`src/rtl/fft16_pkg.sv`:
```
// Shared constants, complex word type, PCM conversion and feeder state encoding
// for the 16-point FFT frame feeder.
package fft16_pkg;

  localparam int N_POINT  = 16;
  localparam int SAMPLE_W = 16;
  localparam int FRAC_W   = 16;
  localparam int CPLX_W   = 64;
  localparam int CNT_W    = 5;

  typedef struct packed {
    logic signed [31:0] re;
    logic signed [31:0] im;
  } cplx_t;

  typedef enum logic [1:0] {
    S_FILL  = 2'd0,
    S_RUN   = 2'd1,
    S_STALL = 2'd2
  } feed_state_t;

  // Sign-extend the sample into the integer part of Q16.16; imaginary part is zero.
  function automatic cplx_t pcm_to_cplx(input logic signed [SAMPLE_W-1:0] s);
    cplx_t              c;
    logic signed [31:0] ext;
    ext  = 32'(s);
    c.re = ext <<< FRAC_W;
    c.im = '0;
    return c;
  endfunction

endpackage

```
`src/rtl/fft16_frame_feeder_bank.sv`:
```
// One 16-entry bank of packed complex words: single write port, whole bank
// visible on a flat read bus (word k at [CPLX_W*k +: CPLX_W]).
module fft16_sample_bank
  import fft16_pkg::*;
(
  input  logic                      clk,
  input  logic                      rst_n,
  input  logic                      i_we,
  input  logic [3:0]                i_addr,
  input  logic [CPLX_W-1:0]         i_data,
  output logic [N_POINT*CPLX_W-1:0] o_rd
);

  logic [CPLX_W-1:0] r_mem [N_POINT];

  always_ff @(posedge clk or negedge rst_n) begin
    if (!rst_n) begin
      for (int k = 0; k < N_POINT; k++) r_mem[k] <= '0;
    end else if (i_we) begin
      r_mem[i_addr] <= i_data;
    end
  end

  for (genvar k = 0; k < N_POINT; k++) begin : g_rd
    assign o_rd[k*CPLX_W +: CPLX_W] = r_mem[k];
  end

endmodule

```
`src/rtl/fft16_frame_feeder.sv`:
```
// Ping-pong frame feeder in front of the 16-point FFT. Optional macro
// FFT16_FEED_DROP_EN: never backpressure, discard samples in STALL and count them.
//
// state   | meaning
// S_FILL  | fill bank filling, no frame in flight
// S_RUN   | frame in flight, fill bank accepting
// S_STALL | fill bank full while a frame is in flight
module fft16_frame_feeder
  import fft16_pkg::*;
(
  input  logic                      clk,
  input  logic                      rst_n,
  input  logic [SAMPLE_W-1:0]       i_sample,
  input  logic                      i_sample_valid,
  output logic                      o_sample_ready,
  output logic [N_POINT*CPLX_W-1:0] o_frame,
  output logic                      o_start,
  input  logic                      i_fft_done,
  output logic                      o_busy
`ifdef FFT16_FEED_DROP_EN
  ,
  output logic [7:0]                o_drop_cnt
`endif
);

  feed_state_t                r_state, w_state_nxt;
  logic [CNT_W-1:0]           r_wr_cnt;
  logic                       r_fill_sel;
  logic                       r_start;
  logic                       w_busy, w_cnt_full, w_wr, w_full, w_launch, w_done;
  cplx_t                      w_wdata;
  logic [N_POINT*CPLX_W-1:0]  w_rd_a, w_rd_b;

  assign w_busy     = (r_state != S_FILL);
  assign w_cnt_full = (r_wr_cnt == CNT_W'(N_POINT));

`ifdef FFT16_FEED_DROP_EN
  assign o_sample_ready = 1'b1;
`else
  assign o_sample_ready = !(w_cnt_full && w_busy);
`endif

  assign w_wr     = i_sample_valid && o_sample_ready && !w_cnt_full;
  assign w_full   = w_cnt_full || (w_wr && (r_wr_cnt == CNT_W'(N_POINT-1)));
  assign w_done   = i_fft_done && w_busy;
  // A completing frame may launch on the same edge the FFT reports done.
  assign w_launch = w_full && (!w_busy || i_fft_done);
  assign w_wdata  = pcm_to_cplx(i_sample);

  always_comb begin
    w_state_nxt = r_state;
    case (r_state)
      S_FILL:  if (w_launch) w_state_nxt = S_RUN;
      S_RUN: begin
        if (w_launch)    w_state_nxt = S_RUN;
        else if (w_full) w_state_nxt = S_STALL;
        else if (w_done) w_state_nxt = S_FILL;
      end
      S_STALL: if (w_done) w_state_nxt = S_RUN;
      default: w_state_nxt = S_FILL;
    endcase
  end

  always_ff @(posedge clk or negedge rst_n) begin
    if (!rst_n) begin
      r_state    <= S_FILL;
      r_wr_cnt   <= '0;
      r_fill_sel <= 1'b0;
      r_start    <= 1'b0;
    end else begin
      r_state <= w_state_nxt;
      r_start <= w_launch;
      if (w_launch) begin
        r_fill_sel <= ~r_fill_sel;
        r_wr_cnt   <= '0;
      end else if (w_wr) begin
        r_wr_cnt <= r_wr_cnt + CNT_W'(1);
      end
    end
  end

`ifdef FFT16_FEED_DROP_EN
  logic [7:0] r_drop_cnt;
  always_ff @(posedge clk or negedge rst_n) begin
    if (!rst_n)
      r_drop_cnt <= '0;
    else if (i_sample_valid && (r_state == S_STALL) && (r_drop_cnt != 8'hFF))
      r_drop_cnt <= r_drop_cnt + 8'd1;
  end
  assign o_drop_cnt = r_drop_cnt;
`endif

  fft16_sample_bank u_bank_a (
    .clk    (clk),
    .rst_n  (rst_n),
    .i_we   (w_wr && !r_fill_sel),
    .i_addr (r_wr_cnt[3:0]),
    .i_data (w_wdata),
    .o_rd   (w_rd_a)
  );

  fft16_sample_bank u_bank_b (
    .clk    (clk),
    .rst_n  (rst_n),
    .i_we   (w_wr && r_fill_sel),
    .i_addr (r_wr_cnt[3:0]),
    .i_data (w_wdata),
    .o_rd   (w_rd_b)
  );

  // The presented bank is always the one not being filled.
  assign o_frame = r_fill_sel ? w_rd_a : w_rd_b;
  assign o_start = r_start;
  assign o_busy  = w_busy;

endmodule

```
`config.mk`:
```
export PLATFORM = sky130hd
export DESIGN_NAME = fft16_frame_feeder
export DESIGN_NICKNAME = d
export VERILOG_FILES = /design/src/rtl/fft16_pkg.sv /design/src/rtl/fft16_frame_feeder_bank.sv /design/src/rtl/fft16_frame_feeder.sv
export SDC_FILE = /design/constraint.sdc
export NUM_CORES = 1
export LEC_CHECK = 0
export CAP_MARGIN = 20
export CORE_ASPECT_RATIO = 0.9
export CORE_MARGIN = 2
export CORE_UTILIZATION = 44
export CTS_CLUSTER_SIZE = 40
export DETAILED_ROUTE_END_ITERATION = 10
export PLACE_DENSITY = 0.75
export SYNTH_ARGS = -nofsm -noshare
export SYNTH_HDL_FRONTEND = slang
export SYNTH_HIERARCHICAL = 1
export SYNTH_SLANG_ARGS = --single-unit
```
`constraint.sdc`:
```
create_clock -name clk -period 2.8 [get_ports clk]
set_clock_uncertainty 0.15 [all_clocks]
set_input_delay 0.56 -clock clk [delete_from_list [all_inputs] [get_ports clk]]
set_output_delay 0.56 -clock clk [all_outputs]
set_load 0.01 [all_outputs]
```
### After elaboration in Yosys (flattened, before gate mapping)

Index checks and enable logic that the tools add are counted.

* word-level logic and storage cells: 80
* output and inout port bits: 1027
* register bits after elaboration: 2057
* bits of input ports: 20

* multiplexer cells: 13
* bitwise gates (word level): 2
* equal/unequal tests: 7
* add/sub/neg operators: 1
* reduce and logical (&&, ||, !) cells: 19
* magnitude comparators: 2

Operator list (number)
* $bwmux W1024: 2
* $mux W1024: 1
* $demux W64 S4: 1
* $mux W64: 1
* $mux W2: 5
* $mux W5: 2
* $logic_and A1 B1 Y1: 9
* $pmux W2 S3: 1
* $add A5 B1 Y5 const B: 1
* $eq A5 B4 Y1 const B: 1
* $eq A5 B5 Y1 const B: 1
* $ge A5 B5 Y1 const B: 1
* $lt A5 B1 Y1 const B: 1
* $not A4 Y5: 1
* $logic_not A1 Y1: 4
* $ne A2 B2 Y1 const B: 2
* $ne A4 B4 Y1 const B: 1
* $reduce_bool A2 Y1: 2
* $reduce_and A3 Y1: 1
* $eq A2 B1 Y1 const B: 1
* $eq A2 B2 Y1 const B: 1
* $logic_not A2 Y1: 1
* $logic_or A1 B1 Y1: 2
* $not A1 Y1: 1

### Depth between registers and ports, before layout

* depth in word-level cells: 10
* depth in mapped cells: 10

### Hierarchy

The synthesis kept the hierarchy.

Modules (own cells, without submodules)
* fft16_sample_bank: sequential area each 25624.6 um2, times used 2, area an instance 38146.6 um2, cells an instance 2238
* fft16_frame_feeder: sequential area each 225.2 um2, times used 1, area an instance 13006.2 um2, cells an instance 1196

### Least setup slack after synthesis

OpenSTA, ideal clock, no wires.

* path kind: flip-flop to flip-flop
* from: register r_wr_cnt[0]
* to: register u_bank_a.r_mem, in the netlist u_bank_a/o_rd[195]
* path buffers: 2
* path slack: -0.008 ns
* data arrival time: 2.533 ns
* data required time: 2.525 ns
* stages on the path, launching flop included: 10
* cells stage by stage: dfrtp_1 > inv_1 > ha_1 > and4bb_2 > nor3_1 > nor3b_1 > nor2b_1 > buf_2 > buf_4 > mux2_2

* longest elaborated chain between the ends: 6
* elaborated cells on any way between the ends: 14

RTL lines
* from (decl): RTL line fft16_frame_feeder.sv:27 `logic [CNT_W-1:0] r_wr_cnt;`
* from (signal assigned): RTL line fft16_frame_feeder.sv:77 `r_wr_cnt <= r_wr_cnt + CNT_W'(1);`
* $not A4 Y5 (implied by the code) / $eq A5 B5 Y1 (equally long branches): RTL line fft16_frame_feeder_bank.sv:20, fft16_frame_feeder.sv:35
* $ge A5 B5 Y1 (implied by the code) (tied with other cells): RTL line fft16_frame_feeder_bank.sv:20 `r_mem[i_addr] <= i_data;`
* $logic_and A1 B1 Y1 (implied by the code) / $logic_not A1 Y1 (equally long branches): RTL line fft16_frame_feeder_bank.sv:20, fft16_frame_feeder.sv:40
* $mux W64 (implied by the code) / $logic_and A1 B1 Y1 (equally long branches): RTL line fft16_frame_feeder_bank.sv:20, fft16_frame_feeder.sv:43
* $demux W64 S4 / $logic_and A1 B1 Y1 (equally long branches): RTL line fft16_frame_feeder_bank.sv:20, fft16_frame_feeder.sv:43
* $bwmux W1024 / $logic_and A1 B1 Y1 (equally long branches): RTL line fft16_frame_feeder_bank.sv:20, fft16_frame_feeder.sv:96
* to (signal, indexed assignment): RTL line fft16_frame_feeder_bank.sv:20
* to (decl): RTL line fft16_frame_feeder_bank.sv:14 `logic [CPLX_W-1:0] r_mem [N_POINT];`

Parallel ways exist; a longest one is shown, timed or not.
A chain may end at the register's enable or synchronous reset.

### Final worst setup path

* from: register r_fill_sel
* to: output port o_frame[52]

* longest elaborated chain between the ends: 1

RTL lines
* from (decl): RTL line fft16_frame_feeder.sv:28 `logic r_fill_sel;`
* from (signal assigned): RTL line fft16_frame_feeder.sv:74 `r_fill_sel <= ~r_fill_sel;`
* $mux W1024: RTL line fft16_frame_feeder.sv:112 `assign o_frame = r_fill_sel ? w_rd_a : w_rd_b;`
* to (decl): RTL line fft16_frame_feeder.sv:16 `output logic [N_POINT*CPLX_W-1:0] o_frame,`

No other way between the ends.

==> impl_metrics.csv <==
group,metric,value,unit
timing,setup_viol,1026,
grt,grt_pass1_vias,58100,
floorplan,io_pins,1047,
final_layout,drive_above_1_share,50.9,%
synth,synth_cell_types,35,
critical_path,endpoint_kind,"output port",
critical_path,critPathKind,"reg2out",
floorplan,die_x,479,um
cts,ctsRootBufferMaster,"clkbuf_16",
grt,grt_max_degree,116,
final_layout,postLayoutCellArea,0.116,sq mm
synth,syn_area,0.0893,sq mm
synth,yosys.area.top_type_share,57.6,%
final_layout,fin_util,57.4,%
timing,slew_viol_final,0,
cts,htreeDepth,4,
grt,grt_pass1_wl,395,mm
routing,drt-wirelength-per-cell,26.1,um
synth,synthTopCellsByArea,"dfrtp_1, mux2_2, buf_2",
timing,tightest_slew,0.691,ns
timing,period_needed,3.54,ns
routing,via_count,54000,
routing,drc_errors,0,
cts,cts_max_path_buffers,3,
routing,detail_route.first_pass.iterations,7,
critical_path,max_stage_delay,0.50,ns
critical_path,worstPathMaxFanout,21,
timing,timing.final.ws_setup,-0.739,ns
grt,antenna_found_initial,2,
timing,hold_viol,0,
timing,slew_headroom,53.9,%
grt,grt-ovfl-total,0,
placed_design,place_area,0.108,sq mm
critical_path,critPathSlowestCell,"clkdlybuf4s50_1",
floorplan,num_rows,156,
critical_path,cp.arrival,2.83,ns
critical_path,worstPathCellList,"buf_12 -> buf_16 -> buf_16 -> mux2_2 -> clkdlybuf4s50_1",
final_layout,final_cell_mix,"mux2_2, dfrtp_1, clkdlybuf4s50_1",
cts,clock_sinks,2057,
floorplan,dieArea,0.207,sq mm
floorplan,start_util,44.4,%
cts,numCtsBuffers,209,
placed_design,portBuffers,1046,
pwr,p_leak,0.0553,uW
critical_path,worstPathRequired,2.09,ns
timing,fin_crit_sh,126,%
pwr,power.density,1160,mW/mm^2
placed_design,gp_congestion,0.826,
critical_path,r2r_end,"u_bank_a/o_rd[218]$_DFFE_PN0P_",
critical_path,cpMostUsedCell,"buf_16",
synth,synth-seq-cells,2057,
synth,syn-instance-count,5672,
final_layout,area_growth,29.4,%
final_layout,fillers,15700,
cts,path_clk_slew,0.06,ns
placed_design,pre_cts_ws,-0.540,ns
job,cap_violations,0,
routing,detail-route-antenna-nets,0,
timing,tns,-601.69,ns
timing,rsz0062_at_grt,"true",
outcome,outcome,"complete, but fails checks",
floorplan,die_y,431,um
grt,grt_util_all_layers,25.8,%
synth,ys_warn_count,6,
timing,fmax,283,MHz
critical_path,critPathTopFamily,"buffers and inverters",
synth,synth_area_per_cell,15.7,sq um
synth,synth-seq-area-share,57.6,%
synth,synth.largest_area_cell,"dfrtp_1",
critical_path,reg2reg_depth,8,
outcome,violations,"negative setup slack",
critical_path,r2r_setup_slack,0.10,ns
final_layout,fin_nets,7575,
cts,insertion_delay,0.84,ns
worst_hold_path,hold_path_class,"in2async",
final_layout,multiInputGateArea,0.0381,sq mm
pwr,total_power,134000,uW
routing,drt_iter0_markers,2915,
floorplan,core_area,0.201,sq mm
critical_path,path_buf_inv,4,
cts,cts_tree,"done",
final_layout,final_common_cell,"mux2_2",
placed_design,dp_hpwl,188,mm
routing,viasPerCell,5.18,
routing,drt-total-wl,271,mm
final_layout,seqCellArea,0.0515,sq mm
critical_path,startpoint_type,"flip-flop",
pwr,irDropWorstVdd,695,uV
critical_path,r2r_start,"r_fill_sel$_DFFE_PN0P_",
## sequential cells by signal, indices dropped and copies added, names as in the netlist
name / flops
o_start: 1
r_fill_sel: 1
r_state: 2
r_wr_cnt: 5
u_bank_a/o_rd: 1024
u_bank_b/o_rd: 1024
## metal layers
| layer | up-vias | track usage [%] | routed length, um |
|---|---|---|---|
| li1 | 23400 | - | - |
| met3 | 478 | 5.04 | 13000 |
| met1 | 28800 | 32.2 | 111000 |
| met4 | 0 | 13.5 | 15900 |
| met2 | 1366 | 42.6 | 131000 |
| met5 | - | 0 | 0 |
## report_power, final
part	internal, uW	leakage [uW]	switching (uW)
registers	41400	0.0268	5760
logic	32500	0.0250	25400
clock network	16900	0.00349	11900
## cell usage after synthesis
cell,count
a2111oi_0,1
a211o_1,2
a21boi_4,1
a21oi_1,4
a221o_1,1
a311oi_1,1
and3_1,2
and3b_1,1
and4bb_2,1
buf_2,182
buf_4,107
buf_6,29
clkbuf_1,130
conb_1,1
dfrtp_1,2057
ha_1,3
inv_1,7
mux2_2,3045
mux2_4,27
nand2_1,8
nand2b_1,9
nand3_1,5
nand3b_1,6
nand4_1,1
nand4bb_1,1
nor2_1,6
nor2_2,18
nor2b_1,2
nor3_1,1
nor3b_1,3
o211ai_1,1
o21ai_0,2
o21bai_1,1
or3_1,4
xor2_1,2
## through the flow
stage / cells / hold WS (ns)
floorplan: 6343 / 0.114
global placement: 10000 / 0.331
detailed placement: 10000 / 0.337
CTS: 10400 / 0.175
global route: 10400 / 0.211
finish: 10400 / 0.213
## cell type report
class	instances	area share, %
timing repair buffer	1446	13.4
sequential	2057	44.6
clock buffer	321	5.44
multi-input combinational	3831	33.0
clock inverter	61	0.717
tap	2686	2.91
antenna	3	0.00650
inverter	7	0.0227
## kinds of logic after synthesis
group / count (synthesis) / share of synthesized area (%)
and+or+nand+nor: 68 / 0.457
xor gates and xnor gates: 2 / 0.0196
DFF: 2057 / 57.6
adders and majority gates: 3 / 0.0420
AOI/OAI and AO/OA: 14 / 0.122
buffers and inverters: 455 / 2.86
muxes: 3072 / 38.9
other: 1 / 0.00420
## worst max path at each step
| stage | from | to | slack, ns | depth (start not counted) |
|---|---|---|---|---|
| after floorplan | r_wr_cnt[0]$_DFFE_PN0P_ | u_bank_b/o_rd[195]$_DFFE_PN0P_ | 0.07 | 10 |
| after global placement | i_sample_valid | u_bank_a/o_rd[229]$_DFFE_PN0P_ | -0.59 | 8 |
| after detailed placement | i_sample_valid | u_bank_a/o_rd[224]$_DFFE_PN0P_ | -0.54 | 8 |
| after CTS | r_fill_sel$_DFFE_PN0P_ | o_frame[425] | -0.82 | 5 |
| after global routing | r_fill_sel$_DFFE_PN0P_ | o_frame[11] | -0.82 | 5 |
| final | r_fill_sel$_DFFE_PN0P_ | o_frame[52] | -0.74 | 5 |
## repair_timing
item / in CTS / in global routing
setup endpoints to repair: 1026 / 1065
hold buffers: 1 / 0
pin swaps: 0 / 0
cloned: 0 / 2
buffers inserted: 8 / 5
hold endpoints to repair: 262 / 0
resized for setup: 295 / 155
## worst reg2reg max path: cells and delay by family (launching register included)
| kind | cells | cell delay, ns |
|---|---|---|
| buffers and inverters | 4 | 0.78 |
| flip-flops | 1 | 0.50 |
| multiplexers | 1 | 0.44 |
| AND/OR/NAND/NOR | 3 | 0.68 |
No activity file was read; power rests on OpenSTA's default activity.
